<file path="config.mk">
export PLATFORM = sky130hd
export DESIGN_NAME = z_result_sequencer
export DESIGN_NICKNAME = d
export VERILOG_FILES = /design/src/rtl/z_result_sequencer.sv
export SDC_FILE = /design/constraint.sdc
export NUM_CORES = 1
export LEC_CHECK = 0
export CAP_MARGIN = 20
export CORE_MARGIN = 5
export CORE_UTILIZATION = 52
export DETAILED_ROUTE_END_ITERATION = 10
export PLACE_DENSITY = 0.82
export SLEW_MARGIN = 0
export SYNTH_ARGS = -nofsm -noshare
export SYNTH_HDL_FRONTEND = slang
export SYNTH_SLANG_ARGS = --single-unit
</file>
<file path="constraint.sdc">
create_clock -name clk -period 3.7 [get_ports clk]
set_input_delay 0.74 -clock clk [delete_from_list [all_inputs] [get_ports clk]]
set_output_delay 0.74 -clock clk [all_outputs]
set_load 0.02 [all_outputs]
</file>
<file path="src/rtl/z_result_sequencer.sv">
// z_result_sequencer: sequences ALU ops through the 64-bit Z register
// and moves its halves onto the bus into Rin or LO/HI.
module z_result_sequencer #(
  parameter int MUL_CYCLES = 32,
  parameter int DIV_CYCLES = 32,
  parameter int CNT_W      = 6
) (
  input  logic       clk,
  input  logic       clr,
  input  logic       start,
  input  logic [1:0] op_class,
  input  logic       abort,
  output logic       ready,
  output logic       alu_start,
  output logic       ZIn,
  output logic       ZLowSelect,
  output logic       ZHighSelect,
  output logic       ZLowOut,
  output logic       ZHighOut,
  output logic       Rin,
  output logic       LOin,
  output logic       HIin,
  output logic       done,
  output logic       err
);
  typedef enum logic [2:0] {IDLE, EXEC, LDZL, LDZH, XLO, XHI, DONE, ERR} state_t;
  state_t           r_state, w_next;
  logic [CNT_W-1:0] r_cnt, r_top, w_n1;
  logic             r_wide, w_accept;
  assign w_n1 = op_class == 2'b01 ? CNT_W'(MUL_CYCLES - 1) :
                op_class == 2'b10 ? CNT_W'(DIV_CYCLES - 1) : '0;
  assign w_accept = r_state == IDLE && start && op_class != 2'b11;
  always_ff @(posedge clk or negedge clr) begin
    if (!clr) begin
      r_state <= IDLE;
      r_cnt   <= '0;
      r_top   <= '0;
      r_wide  <= 1'b0;
    end else begin
      r_state <= w_next;
      if (w_accept) begin
        r_cnt  <= w_n1;
        r_top  <= w_n1;
        r_wide <= op_class != 2'b00;
      end else if (r_state == EXEC && r_cnt != '0) begin
        r_cnt <= r_cnt - 1'b1;
      end
    end
  end
  // abort wins over every transition except in IDLE/DONE/ERR
  always_comb begin
    w_next = r_state;
    case (r_state)
      IDLE:    if (start) w_next = op_class == 2'b11 ? ERR : EXEC;
      EXEC:    if (r_cnt == '0) w_next = LDZL;
      LDZL:    w_next = r_wide ? LDZH : XLO;
      LDZH:    w_next = XLO;
      XLO:     w_next = r_wide ? XHI : DONE;
      XHI:     w_next = DONE;
      DONE:    w_next = IDLE;
      ERR:     w_next = IDLE;
      default: w_next = IDLE;
    endcase
    if (abort && !(r_state inside {IDLE, DONE, ERR})) w_next = IDLE;
  end
  assign ready       = r_state == IDLE;
  assign alu_start   = r_state == EXEC && r_cnt == r_top;
  assign ZIn         = r_state == LDZL || r_state == LDZH;
  assign ZLowSelect  = r_state == LDZL;
  assign ZHighSelect = r_state == LDZH;
  assign ZLowOut     = r_state == XLO;
  assign ZHighOut    = r_state == XHI;
  assign Rin         = r_state == XLO && !r_wide;
  assign LOin        = r_state == XLO && r_wide;
  assign HIin        = r_state == XHI;
  assign done        = r_state == DONE;
  assign err         = r_state == ERR;
endmodule

</file>
# Word level (Yosys, flattened, before mapping)
# Index checks and enable logic that the tools add are counted.
# totals
reg_bits	16
in_bits	6
output_inout_bits	12
word_cells	48
# op_classes
addsub	1
n_eq_ne	14
mux	11
reduce_logical	18
# ops
cell	count
3-bit one-hot mux with 7 select lines	1
3-bit two-way mux	5
3-bit == test (second input constant)	4
6-bit two-way mux	2
5-bit two-way mux	2
1-bit logical AND	7
3-bit by 2-bit == test with 1-bit output (second input constant)	2
6-bit == test	1
6-bit zero test	1
6-bit nonzero test	1
6-bit by 1-bit subtractor with 6-bit output (second input constant)	1
2-bit == test (second input constant)	2
2-bit nonzero test	2
3-bit by 1-bit == test with 1-bit output (second input constant)	1
3-bit zero test	1
3-bit by 1-bit != test with 1-bit output (second input constant)	1
3-bit by 2-bit != test with 1-bit output (second input constant)	1
3-bit nonzero test	1
2-bit by 1-bit == test with 1-bit output (second input constant)	1
1-bit zero test	2
2-bit two-way mux	1
2-bit != test (second input constant)	1
2-bit AND reduction	1
2-bit OR reduction	1
1-bit logical OR	1

# Depth between registers and ports, before layout
# Gate-level depths: netlist of the first run.
# logic_depth
ltp_word	6
ltp_mapped	6
depth_no_buf	6

# Worst setup path after synthesis of the first run
# No wires, ideal clock.
# synth_path
kind	register to output
startpoint	reg r_state[2]
endpoint	out ZHighOut
arrival_ns	1.530
required_ns	2.960
slack_ns	1.430
path_stages_with_launch	4
n_path_buf	2
cell_sequence	dfrtp_1 clkbuf_1 nor3b_1 buf_4
# synth_via
elab_chain_len	1
# synth_lines
element	line_no	rtl
from (decl)	27	state_t r_state, w_next;
from (signal assigned)	40	r_state <= w_next;
3-bit == test	-	
to (decl)	19	output logic ZHighOut,
# No other way between the ends.

# Worst setup path in the final report of the first run
# layout_path
startpoint	reg r_cnt[2]
endpoint	out alu_start
# layout_via
elab_chain_len	2
# layout_lines
element	line_no	rtl
from (decl)	28	logic [CNT_W-1:0] r_cnt, r_top, w_n1;
from (signal assigned)	42	r_cnt <= w_n1;
from (signal assigned)	46	r_cnt <= r_cnt - 1'b1;
6-bit == test	67	assign alu_start = r_state == EXEC && r_cnt == r_top;
1-bit logical AND	67	
to (decl)	14	output logic alu_start,
# No other way between the ends.

==> metrics, run 1 <==
Final Critical Period=2.912 ns; CTS max path bufs=2; power density cells=811.1 nW/µm²; initial core utilization=a little over half; via count=slightly above 700; DRT Pass-1 Iters=4; Synth warnings=0; Worst Path Class, Setup=reg2out; flop-to-flop setup slack=approximately 1.8 ns; Max Slew Vio Count=0; Overflow after GRT=0; skew final=around 0.00095 ns; clk_lat worst skew=roughly 0.27 ns; Final Hold Fails=0; Syn Area/Cell=8.937 µm²; Routed WL per cell=~14 µm; vias in the first global route=665; Seq/Total Area, Yosys=33.85%; CTS H-tree lvls=1; Die ar.=between 2000 and 2500 µm²; fillcell total=127; Synth Register Bits=11; CP max FO=6; CP endpoint kind=output pin; final setup TNS=0 ns; Final Hold Slack=between 0.5 and 0.6 ns; largest net degree at the start of global routing=15; Final HPWL DP=between 1000 and 1500 µm; row cnt=14; Max Fclk=around 340 MHz; die width=between 40 and 50 µm; period utilisation layout=about four fifths; Worst path slowest cell=clkdlybuf4s50_1; worst setup path end=alu_start; area of the multi-input gates=about 480 µm²; Core ar.=~1500 µm²; Worst R2R Path Depth=4; CTS hold repair buffers=0; Final Setup Violations=0; R2R Path End=r_cnt[2]; DRT iter0 DRCs=20; area delta synth->final=22.77%; Num CTS Buffers=3; launch point of the worst path=r_cnt[2]; layout cell share with drive strength beyond 1=11.21%; clock sinks=11; Peak VDD IR=0.4256 mV; Via density=around 5.8; final wirelength=~1700 µm; Cell Chain, Critical Path=or3_1 -> nor4_1 -> a31oi_1 -> nor3_1 -> clkdlybuf4s50_1; Arrival @ worst endpoint=2.17 ns; Worst-path clk slew=0.07 ns; status=complete, no violations; register area=between 200 and 300 µm²; gr usage total=around 15%; Mapped Cells=91; Detail Route Antenna Nets=0; mapped cell area=about 810 µm²; LEAKAGE=0.4164 nW; syn_nets=100; Post-CTS Setup Bufs=0; gp weighted congestion=roughly 0.85; type of the worst min-delay path=reg2reg; placed cells=around 120; Worst Tran Pin Value=approximately 0.51 ns; Slew headroom=65.71%; Max stage delay on crit path=between 0.6 and 0.7 ns; MaxCap Viol Count=0; input/output buffers=17; I/O pin cnt=18; ant diodes=0; fin cells=~120; Netlist cell types=between 40 and 50; unrepaired setup endpoints after global routing=no; CTS resizes=0; initial antenna violation count=0; first-pass GRT wire length=between 2000 and 3000 µm; worst r2r src=r_state[1]; CTS tree=yes; chip height=just under 50 µm; DRC=0; Worst Path Required=2.96 ns; crit start category=flip-flop; CTS root buf=clkbuf_4; Nets=roughly 120
-- routing by layer --
layer | wire [µm] | global-route usage, % | vias to the layer above
li1 | - | - | 358
met1 | 779 | 18.99 | 335
met2 | 863 | 24.36 | 17
met3 | 90 | 5.120 | 2
met4 | 5 | 3.930 | 0
met5 | 0 | 0 | -
-- cells in the mapped netlist --
master / count / area (µm²)
dfrtp_1: 11 / 275.3
nor2_1: 9 / 33.78
inv_1: 8 / 30.03
nand2_1: 8 / 30.03
nor3_1: 5 / 25.02
a211oi_1: 4 / 30.03
ha_1: 3 / 37.54
mux2i_1: 3 / 30.03
a21oi_1: 2 / 10.01
clkbuf_1: 2 / 7.510
nand2b_1: 2 / 12.51
nor2b_1: 2 / 12.51
o21ai_1: 2 / 10.01
xnor2_1: 2 / 17.52
a211oi_2: 1 / 12.51
a21o_1: 1 / 7.510
a21oi_2: 1 / 8.760
a21oi_4: 1 / 16.27
a311oi_1: 1 / 8.760
a31oi_1: 1 / 6.260
a32o_1: 1 / 10.01
and2_1: 1 / 6.260
and2_2: 1 / 7.510
and2b_2: 1 / 8.760
buf_2: 1 / 5.000
buf_4: 1 / 7.510
buf_6: 1 / 11.26
nand3_1: 1 / 5.000
nand4_1: 1 / 6.260
nor2_4: 1 / 11.26
nor3_2: 1 / 10.01
nor3b_1: 1 / 7.510
nor4_1: 1 / 6.260
nor4b_4: 1 / 23.77
o21a_1: 1 / 7.510
o21ai_0: 1 / 5.000
o22a_1: 1 / 8.760
o32a_1: 1 / 10.01
or2_1: 1 / 6.260
or3_1: 1 / 6.260
or3b_4: 1 / 11.26
or4b_1: 1 / 10.01
-- critical path, delay by kind of cell, from the launching register on --
family	cells	cell delay [ns]
DFF	1	0.46
buffers and inverters	1	0.63
and+or+nand+nor	3	0.74
AOI/OAI and AO/OA	1	0.07
-- state kept, by name, indices dropped and copies added (netlist names) --
register  count
r_cnt         6
r_state       3
r_top         1
r_wide        1
-- layout make-up --
cell class	count	area share [%]
multi-input cells	67	47.74
flip-flops and latches	11	27.57
repair buffers	17	17.04
inverters	8	3.008
clock buffers	4	2.632
well taps	16	2.005
-- worst min path at each step --
stage	from	to	slack (ns)	cells after the start
floorplan	clr	r_cnt[0]	0.44	0
global placement	r_cnt[0]	r_cnt[0]	0.49	1
detailed placement	r_cnt[0]	r_cnt[0]	0.52	1
CTS	r_cnt[0]	r_cnt[0]	0.53	1
global route	r_cnt[0]	r_cnt[0]	0.57	1
finish	r_cnt[0]	r_cnt[0]	0.53	1
-- cells by family (layout without fill, tap and decap cells) --
| group | count (synthesis) | count (layout) | share of synthesized area [%] |
|---|---|---|---|
| compound gates | 19 | 19 | 18.62 |
| xor+xnor | 2 | 2 | 2.154 |
| fa+ha+maj | 3 | 3 | 4.616 |
| buf+inv | 13 | 29 | 7.539 |
| flops | 11 | 11 | 33.85 |
| mux | 3 | 3 | 3.692 |
| simple gates | 40 | 40 | 29.54 |
-- through the flow --
stage          total power [W]  area (µm²)  utilization, %  worst slack (ns)
2_1_floorplan        0.0006044       813.3               -             1.430
3_3_place_gp         0.0007114       972.2           65.29             1.117
3_5_place_dp         0.0007282       972.2           65.29             1.095
4_1_cts              0.0008152       998.5           67.06            0.7875
5_1_grt              0.0008784       998.5           67.06            0.6261
6_report             0.0008099       998.5           67.06            0.7880
-- layout by cell type (no fill, tap or decap), types with 2 or more instances in the layout --
cell type and instances:
a211oi_1 4, a21oi_1 2, clkbuf_4 3, clkdlybuf4s50_1 17, dfrtp_1 11, ha_1 3
inv_1 8, mux2i_1 3, nand2_1 8, nand2b_1 2, nor2_1 9, nor2b_1 2
nor3_1 5, o21ai_1 2, xnor2_1 2
-- report_power, final --
| part | internal, W | leakage, nW | switching, W |
|---|---|---|---|
| Sequential | 0.000176 | 0.133 | 0.000101 |
| Clock | 0.0000418 | 0.0150 | 0.0000411 |
| Combinational | 0.000212 | 0.268 | 0.000238 |
Power figures use the tool's default switching activity.
==> run 2: changes to the inputs <==
--- a/config.mk
+++ b/config.mk
@@ -7,9 +7,9 @@
 export LEC_CHECK = 0
 export CAP_MARGIN = 20
 export CORE_MARGIN = 5
-export CORE_UTILIZATION = 52
+export CORE_UTILIZATION = 44
 export DETAILED_ROUTE_END_ITERATION = 10
-export PLACE_DENSITY = 0.82
+export PLACE_DENSITY = 0.74
 export SLEW_MARGIN = 0
 export SYNTH_ARGS = -nofsm -noshare
 export SYNTH_HDL_FRONTEND = slang
==> constraint.sdc (replaced) <==
create_clock -name clk -period 2.5 [get_ports clk]
set_input_delay 0.5 -clock clk [delete_from_list [all_inputs] [get_ports clk]]
set_output_delay 0.5 -clock clk [all_outputs]
set_load 0.02 [all_outputs]
==> run 2 against run 1 <==
Power increased by 55%; count of clock-buffer cells in the layout unchanged; sequential power increased by 21%; global-route usage decreased by 1.2 points; die area increased by 14%; register-to-register slack got worse by 1.2 ns; clock skew increased by 0.00063 ns; hold slack got worse by 0.015 ns; final cell count increased by 11%; combinational power increased by 75%; sequential share of layout area decreased by 1.1 points; clock power increased by 59%.
==> metrics, run 2 (same netlist as run 1, synthesis figures left out) <==
register area=roughly 280 µm²; gr usage total=approximately 14%; initial antenna violation count=0; Final Setup Violations=0; Core ar.=1745 µm²; final setup TNS=0 ns; CTS max path bufs=2; first-pass GRT wire length=2787 µm; Slew headroom=between 60% and 70%; via count=slightly above 700; Max Slew Vio Count=0; Die ar.=around 2800 µm²; LEAKAGE=between 0.4 and 0.5 nW; CTS hold repair buffers=0; Hold Path Depth=1; Final Hold Fails=0; skew final=~0.0016 ns; area delta synth->final=27.85%; Num CTS Buffers=3; Peak VDD IR=0.5619 mV; Arrival @ worst endpoint=around 1.9 ns; vias in the first global route=~640; unrepaired setup endpoints after global routing=no; area of the multi-input gates=approximately 480 µm²; Final HPWL DP=around 1300 µm; highest-count cells in the layout ignoring fill and taps=clkdlybuf4s50_1, dfrtp_1, nor2_1; worst r2r src=r_state[1]; Worst-path clk slew=roughly 0.080 ns; input/output buffers=17; Worst Path Required=roughly 2.0 ns; fillcell total=between 150 and 200; period utilisation layout=around 96%; R2R Path End=r_cnt[2]; type of the worst min-delay path=reg2reg; final wirelength=roughly 1800 µm; CTS tree=yes; Via density=between 5 and 6; die width=~53 µm; chip height=between 50 and 60 µm; Worst Tran Pin Value=slightly below 0.5 ns; final core utilization=approximately three fifths; DRT iter0 DRCs=10; initial core utilization=between 40% and 50%; Largest register FFs=6; layout cell share with drive strength beyond 1=about 14%; largest net degree at the start of global routing=14; Max Fclk=approximately 420 MHz; commonest non-fill, non-tap cell in the layout=clkdlybuf4s50_1; CP endpoint kind=output pin; MaxCap Viol Count=0; Worst R2R Path Depth=5; Nets=about 120; Worst Path Class, Setup=reg2out; Detail Route Antenna Nets=0; final worst slack=roughly 0.11 ns; row cnt=15; Final Critical Period=roughly 2.4 ns; DRC=0; Post-CTS Setup Bufs=0; crit start category=flip-flop; clk_lat worst skew=roughly 0.28 ns; CTS root buf=clkbuf_4; ant diodes=0; Worst Min Path Start=r_cnt[0]; Top reg by flops=r_cnt; CP max FO=3; Hold Path Sink=r_cnt[0]; I/O pin cnt=18; status=complete, no violations; Place WS=between 0.1 and 0.15 ns; Overflow after GRT=0; Routed WL per cell=approximately 13 µm; power density cells=about 1200 nW/µm²; DRT Pass-1 Iters=4; flop-to-flop setup slack=slightly above 0.6 ns; gp weighted congestion=0.8006; CTS H-tree lvls=1; clock sinks=11; Top Registers=r_cnt (6), r_state (3)
==> run 2: cell type report <==
class / instances / share of cell area, %
Inverter: 8 / 2.888
Multi-Input combinational cell: 67 / 45.85
Clock buffer: 4 / 2.527
Timing Repair Buffer: 21 / 19.25
Sequential cell: 11 / 26.47
Tap cell: 25 / 3.008
==> run 2: layer usage <==
layer	global-route usage, %	routed length, µm	up-vias
li1	-	-	360
met1	16.93	813	329
met2	22.73	857	17
met3	3.380	73	2
met4	6.383	9	0
met5	0	0	-
==> run 2: worst max path at each step <==
stage / from / to / slack [ns]
2_1_floorplan: r_state[2] / ZHighOut / 0.47
4_1_cts: r_cnt[1] / alu_start / 0.09
3_5_place_dp: r_cnt[1] / alu_start / 0.12
5_1_grt: r_cnt[0] / alu_start / 0.007
6_report: r_cnt[1] / alu_start / 0.11
3_3_place_gp: r_cnt[1] / alu_start / 0.18
==> run 2: report_power, final <==
group / leakage (nW) / internal, W / switching (W)
Clock: 0.0150 / 0.0000621 / 0.0000698
Combinational: 0.290 / 0.000352 / 0.000435
Sequential: 0.133 / 0.000261 / 0.0000740
Total: 0.438 / 0.000676 / 0.000579
==> run 2: repair_timing <==
action                     in CTS  in global routing
gates cloned                    0                  0
setup endpoints to repair       1                  1
gates resized for setup         1                  1
==> run 2: critical path, stage by stage (launching register included) <==
cell,delay (ns)
dfrtp_1,0.39
or3_1,0.40
nor4_1,0.20
a31oi_1,0.07
nor3_1,0.21
clkdlybuf4s15_1,0.33
==> run 2: through the flow <==
step	hold slack (ns)	instance area [µm²]	std cells	total power, W
floorplan	0.2044	813.3	91	0.0008945
global placement	0.4861	1013	132	0.001101
detailed placement	0.5039	1013	132	0.001121
CTS	0.5140	1039	136	0.001256
global route	0.5480	1040	136	0.001349
finish	0.5153	1040	136	0.001254
==> run 3: changes to the inputs <==
--- a/config.mk
+++ b/config.mk
@@ -7,9 +7,11 @@
 export LEC_CHECK = 0
 export CAP_MARGIN = 20
 export CORE_MARGIN = 5
-export CORE_UTILIZATION = 44
+export CORE_UTILIZATION = 54
+export CTS_CLUSTER_SIZE = 30
 export DETAILED_ROUTE_END_ITERATION = 10
-export PLACE_DENSITY = 0.74
+export DONT_BUFFER_PORTS = 1
+export PLACE_DENSITY = 0.72
 export SLEW_MARGIN = 0
 export SYNTH_ARGS = -nofsm -noshare
 export SYNTH_HDL_FRONTEND = slang
==> run 3 against run 2 <==
Wire length fell by 9.4%; clock skew rose by 0.00081 ns; first-iteration DRC count rose by 20%; worst setup slack improved by 0.17 ns.
==> metrics, run 3 (same netlist as run 1, synthesis figures left out) <==
vias in the first global route=approximately 620; Max Slew Vio Count=0; status=complete, no violations; Worst Path Required=roughly 2.0 ns; area delta synth->final=5.846%; Peak VDD IR=approximately 0.7 mV; Worst-path clk slew=approximately 0.070 ns; final core utilization=around 59%; CTS hold repair buffers=1; die width=48.81 µm; commonest non-fill, non-tap cell in the layout=dfrtp_1; CP max FO=6; Overflow after GRT=0; Top reg by flops=r_cnt; DRC=0; Routed WL per cell=between 10 and 15 µm; Switch Pwr=0.0005453 W; CP endpoint kind=output pin; Post-CTS Setup Bufs=0; Final Setup Violations=0; row cnt=14; clk_lat worst skew=0.27 ns; Final Critical Period=around 2.2 ns; flop-to-flop setup slack=0.64 ns; Worst Tran Pin Value=0.6258 ns; worst r2r src=r_state[1]; MaxCap Viol Count=0; Nets=about 100; period utilisation layout=about nine tenths; largest net degree at the start of global routing=15; DRT Pass-1 Iters=4; register area=between 200 and 300 µm²; crit start category=flip-flop; CTS tree=yes; Core ar.=1471 µm²; final setup TNS=0 ns; worst setup path end=alu_start; CTS max path bufs=2; unrepaired setup endpoints after global routing=no; fillcell total=approximately 140; I/O pin cnt=18; Final HPWL DP=around 1200 µm; initial antenna violation count=0; Net Sw Frac=just under 50%; type of the worst min-delay path=in2reg; skew final=0.002385 ns; first-pass GRT wire length=about 2800 µm; CTS root buf=clkbuf_4; Max Fclk=~450 MHz; clock network power share=a little over a tenth; input/output buffers=0; final wirelength=about 1600 µm; LEAKAGE=approximately 0.38 nW; power density cells=between 1000 and 1500 nW/µm²; internal power consumption=roughly 0.00056 W; Top Registers=r_cnt (6), r_state (3); CTS H-tree lvls=1; DRT iter0 DRCs=12; via count=around 640; Largest register FFs=6; initial core utilization=55.27%; chip height=48.81 µm; R2R Path End=r_cnt[2]; Seq pwr share=between 30% and 40%; Worst R2R Path Depth=4; Via density=roughly 5.8; Gate power share=between 50% and 60%; Worst Min Path Start=abort; area of the multi-input gates=between 400 and 500 µm²; ant diodes=0; Final Hold Fails=0; gr usage total=approximately 14%; Slew headroom=approximately 58%; gp weighted congestion=around 0.84; Num CTS Buffers=3; Worst Path Class, Setup=reg2out; CTS resizes=0; Die ar.=between 2000 and 2500 µm²; launch point of the worst path=r_cnt[2]; highest-count cells in the layout ignoring fill and taps=dfrtp_1, nor2_1, inv_1, nand2_1, nor3_1; Arrival @ worst endpoint=~1.7 ns; layout cell share with drive strength beyond 1=roughly 16%; clock sinks=11; Detail Route Antenna Nets=0
run 3: cell types whose count changed in the layout (fill, tap and decap cells not counted):
cell / before / now
dlygate4sd3_1: 0 / 1
clkdlybuf4s50_1: 16 / 0
buf_4: 4 / 3
clkdlybuf4s15_1: 1 / 0
run 3: power groups by stage:
stage | combinational, W | clock [W] | sequential [W]
2_1_floorplan | 0.000552 | 0 | 0.000342
3_3_place_gp | 0.000566 | 0 | 0.000407
3_5_place_dp | 0.000573 | 0 | 0.000411
4_1_cts | 0.000580 | 0.000125 | 0.000406
5_1_grt | 0.000645 | 0.000139 | 0.000427
6_report | 0.000578 | 0.000120 | 0.000412
run 3: through the flow:
stage | total power (W) | instance area, µm² | hold slack, ns | setup WS, ns | cells
after floorplan | 0.0008945 | 813.3 | 0.2044 | 0.4699 | 91
after global placement | 0.0009729 | 824.5 | 0.2048 | 0.5930 | 105
after detailed placement | 0.0009836 | 824.5 | 0.2047 | 0.5682 | 105
after CTS | 0.001112 | 860.8 | 0.4134 | 0.2720 | 110
after global routing | 0.001211 | 860.8 | 0.4228 | 0.1137 | 110
final | 0.001110 | 860.8 | 0.4107 | 0.2735 | 110
run 3: cell type report:
type                    count  area share [%]
multi-input cells          67           55.38
flip-flops and latches     11           31.98
repair buffers              4           3.779
inverters                   8           3.488
clock buffers               4           3.052
well taps                  16           2.326
run 3: how the worst min path moves through the flow:
stage,slack [ns],cells past startpoint,endpoint
6_report,0.41,2,r_state[0]
5_1_grt,0.42,2,r_state[0]
4_1_cts,0.41,2,r_state[0]
3_5_place_dp,0.20,0,r_cnt[5]
3_3_place_gp,0.20,0,r_cnt[5]
2_1_floorplan,0.20,0,r_cnt[0]
run 3: critical path: stages (launching register included):
cell and delay (ns):
dfrtp_1 0.47, or3_1 0.39, nor4_1 0.19, a31oi_1 0.06, nor3_1 0.18, buf_4 0.17
run 3: layer usage:
metal | share of wire [%] | GRT usage (%) | vias to the layer above
met4 | 1.1 | 4.933 | 0
met5 | 0 | 0 | -
met2 | 42 | 20.00 | 15
met3 | 7.6 | 6.116 | 5
met1 | 49 | 20.11 | 298
li1 | - | - | 324
==> patch: new RTL, flow settings as in run 2 <==
Change the parameter `CNT_W` from 6 to 8.
--- a/src/rtl/z_result_sequencer.sv
+++ b/src/rtl/z_result_sequencer.sv
@@ -3,7 +3,7 @@
 module z_result_sequencer #(
   parameter int MUL_CYCLES = 32,
   parameter int DIV_CYCLES = 32,
-  parameter int CNT_W      = 6
+  parameter int CNT_W      = 8
 ) (
   input  logic       clk,
   input  logic       clr,
Function: same outputs for any inputs over 10 cycles, from zero or initial values; that may be too few to reach the edited logic, so the function may still have changed.
==> patch against run 2 <==
  * Sequential share of layout area rose by 1.9 points
  * Largest power group unchanged
  * Synthesized area increased by 14%
  * Total power grew 0.24%
  * Routed wire length increased by 8.3%
  * Setup slack improved by 0.044 ns
  * Non-clock buffer count is the same
  * Clock power down 4%
  * Critical endpoint unchanged
  * Design area rose by 11%
  * Sequential cell count increased by 2
==> patch: results (changes against run 2) <==
[status]
status=finished clean  ; unchanged

[critical_path]
crit_slowest_cell=clkdlybuf4s50_1  ; was or3_1
cp-startpoint=r_cnt[3]$_DFFE_PN0P_  ; was r_cnt[1]$_DFFE_PN0P_
cp_top_family=buffers and inverters  ; was simple AND/OR/NAND/NOR gates
regToRegStartpoint=r_cnt[0]$_DFFE_PN0P_  ; was r_state[1]$_DFFE_PN0P_
cp.arrival_ns=1.85  ; was 1.89 ns
critPathMaxFanout=5  ; was 3

[place]
place_ws_ns=0.2801  ; was 0.1193 ns
placedCellCount=146  ; was 132

[min_path]
hold_depth=2  ; was 1
hp-start=r_top[3]$_DFFE_PN0P_  ; was r_cnt[0]$_DFFE_PN0P_
hold-path-endpoint=r_top[3]$_DFFE_PN0P_  ; was r_cnt[0]$_DFFE_PN0P_

[grt]
use_met3_pct=1.392  ; was 3.380%
met2_usage_pct=20.61  ; was 22.73%
globalRouteMet1Util_pct=18.62  ; was 16.93%
grt_pass1_wl_um=3401  ; was 2787 um

[synthesis]
synthCells=106  ; was 91
yosys-top-cells-count=dfrtp_1, nor2_1, nand2_1, inv_1  ; was dfrtp_1, nor2_1, inv_1, nand2_1, nor3_1
synth_nets=116  ; was 100
synth.distinct_cells=40  ; was 42
ys_top_cells_by_area=dfrtp_1, ha_1, nor2_1  ; unchanged

[sta]
min_period_ns=2.350  ; was 2.394 ns
whs_ns=0.5519  ; was 0.5153 ns
worstMarginPinSlew_ns=0.5745  ; was 0.4963 ns

[power]
leakage_nw=0.5403  ; was 0.4379 nW

[routing]
wl_met1_um=913  ; was 813 um
wl_um=1898  ; was 1753 um
wl_met3_um=38  ; was 73 um
drtIter0Drc=20  ; was 10
vias_per_cell=5.353  ; was 5.206

[cells_and_area]
fillers=168  ; was 171
top_regs=r_cnt: 8 flops, r_state: 3 flops  ; was r_cnt: 6 flops, r_state: 3 flops
layout-drive-gt1-share_pct=14.29  ; was 14.41%

[cts]
postCtsResizedCells=0  ; was 1
post-cts-setup-buffers=1  ; was 0

[patch: cell count changes after synthesis, moves of 3 or more]
cell,delta
nand2_1,+4
a21oi_1,+4
nor2_1,+4
o21ai_0,+3
[patch: cell families after synthesis]
family	after synthesis	share of synthesized area [%]
AO/OA/AOI/OAI	20	14.32
XOR/XNOR	2	1.892
adder cells (fa/ha/maj)	5	6.487
buffers and inverters	13	6.622
flip-flops	13	35.13
multiplexers	1	1.081
AND/OR/NAND/NOR	52	34.46
[patch: cell type report]
cell class              count  area, sq um  area share [%]
well taps                  27        33.78           2.919
repair buffers             21        200.2           17.30
inverters                   8        30.03           2.595
flip-flops and latches     13        327.8           28.32
clock buffers               4        26.28           2.270
multi-input cells          80        539.3           46.59
[patch: power groups by stage]
stage	registers (mW)	clock network, mW	logic, mW
after floorplan	0.398	0	0.515
after global placement	0.442	0	0.638
after detailed placement	0.453	0	0.637
after CTS	0.448	0.131	0.653
after global routing	0.474	0.139	0.764
final	0.455	0.127	0.675
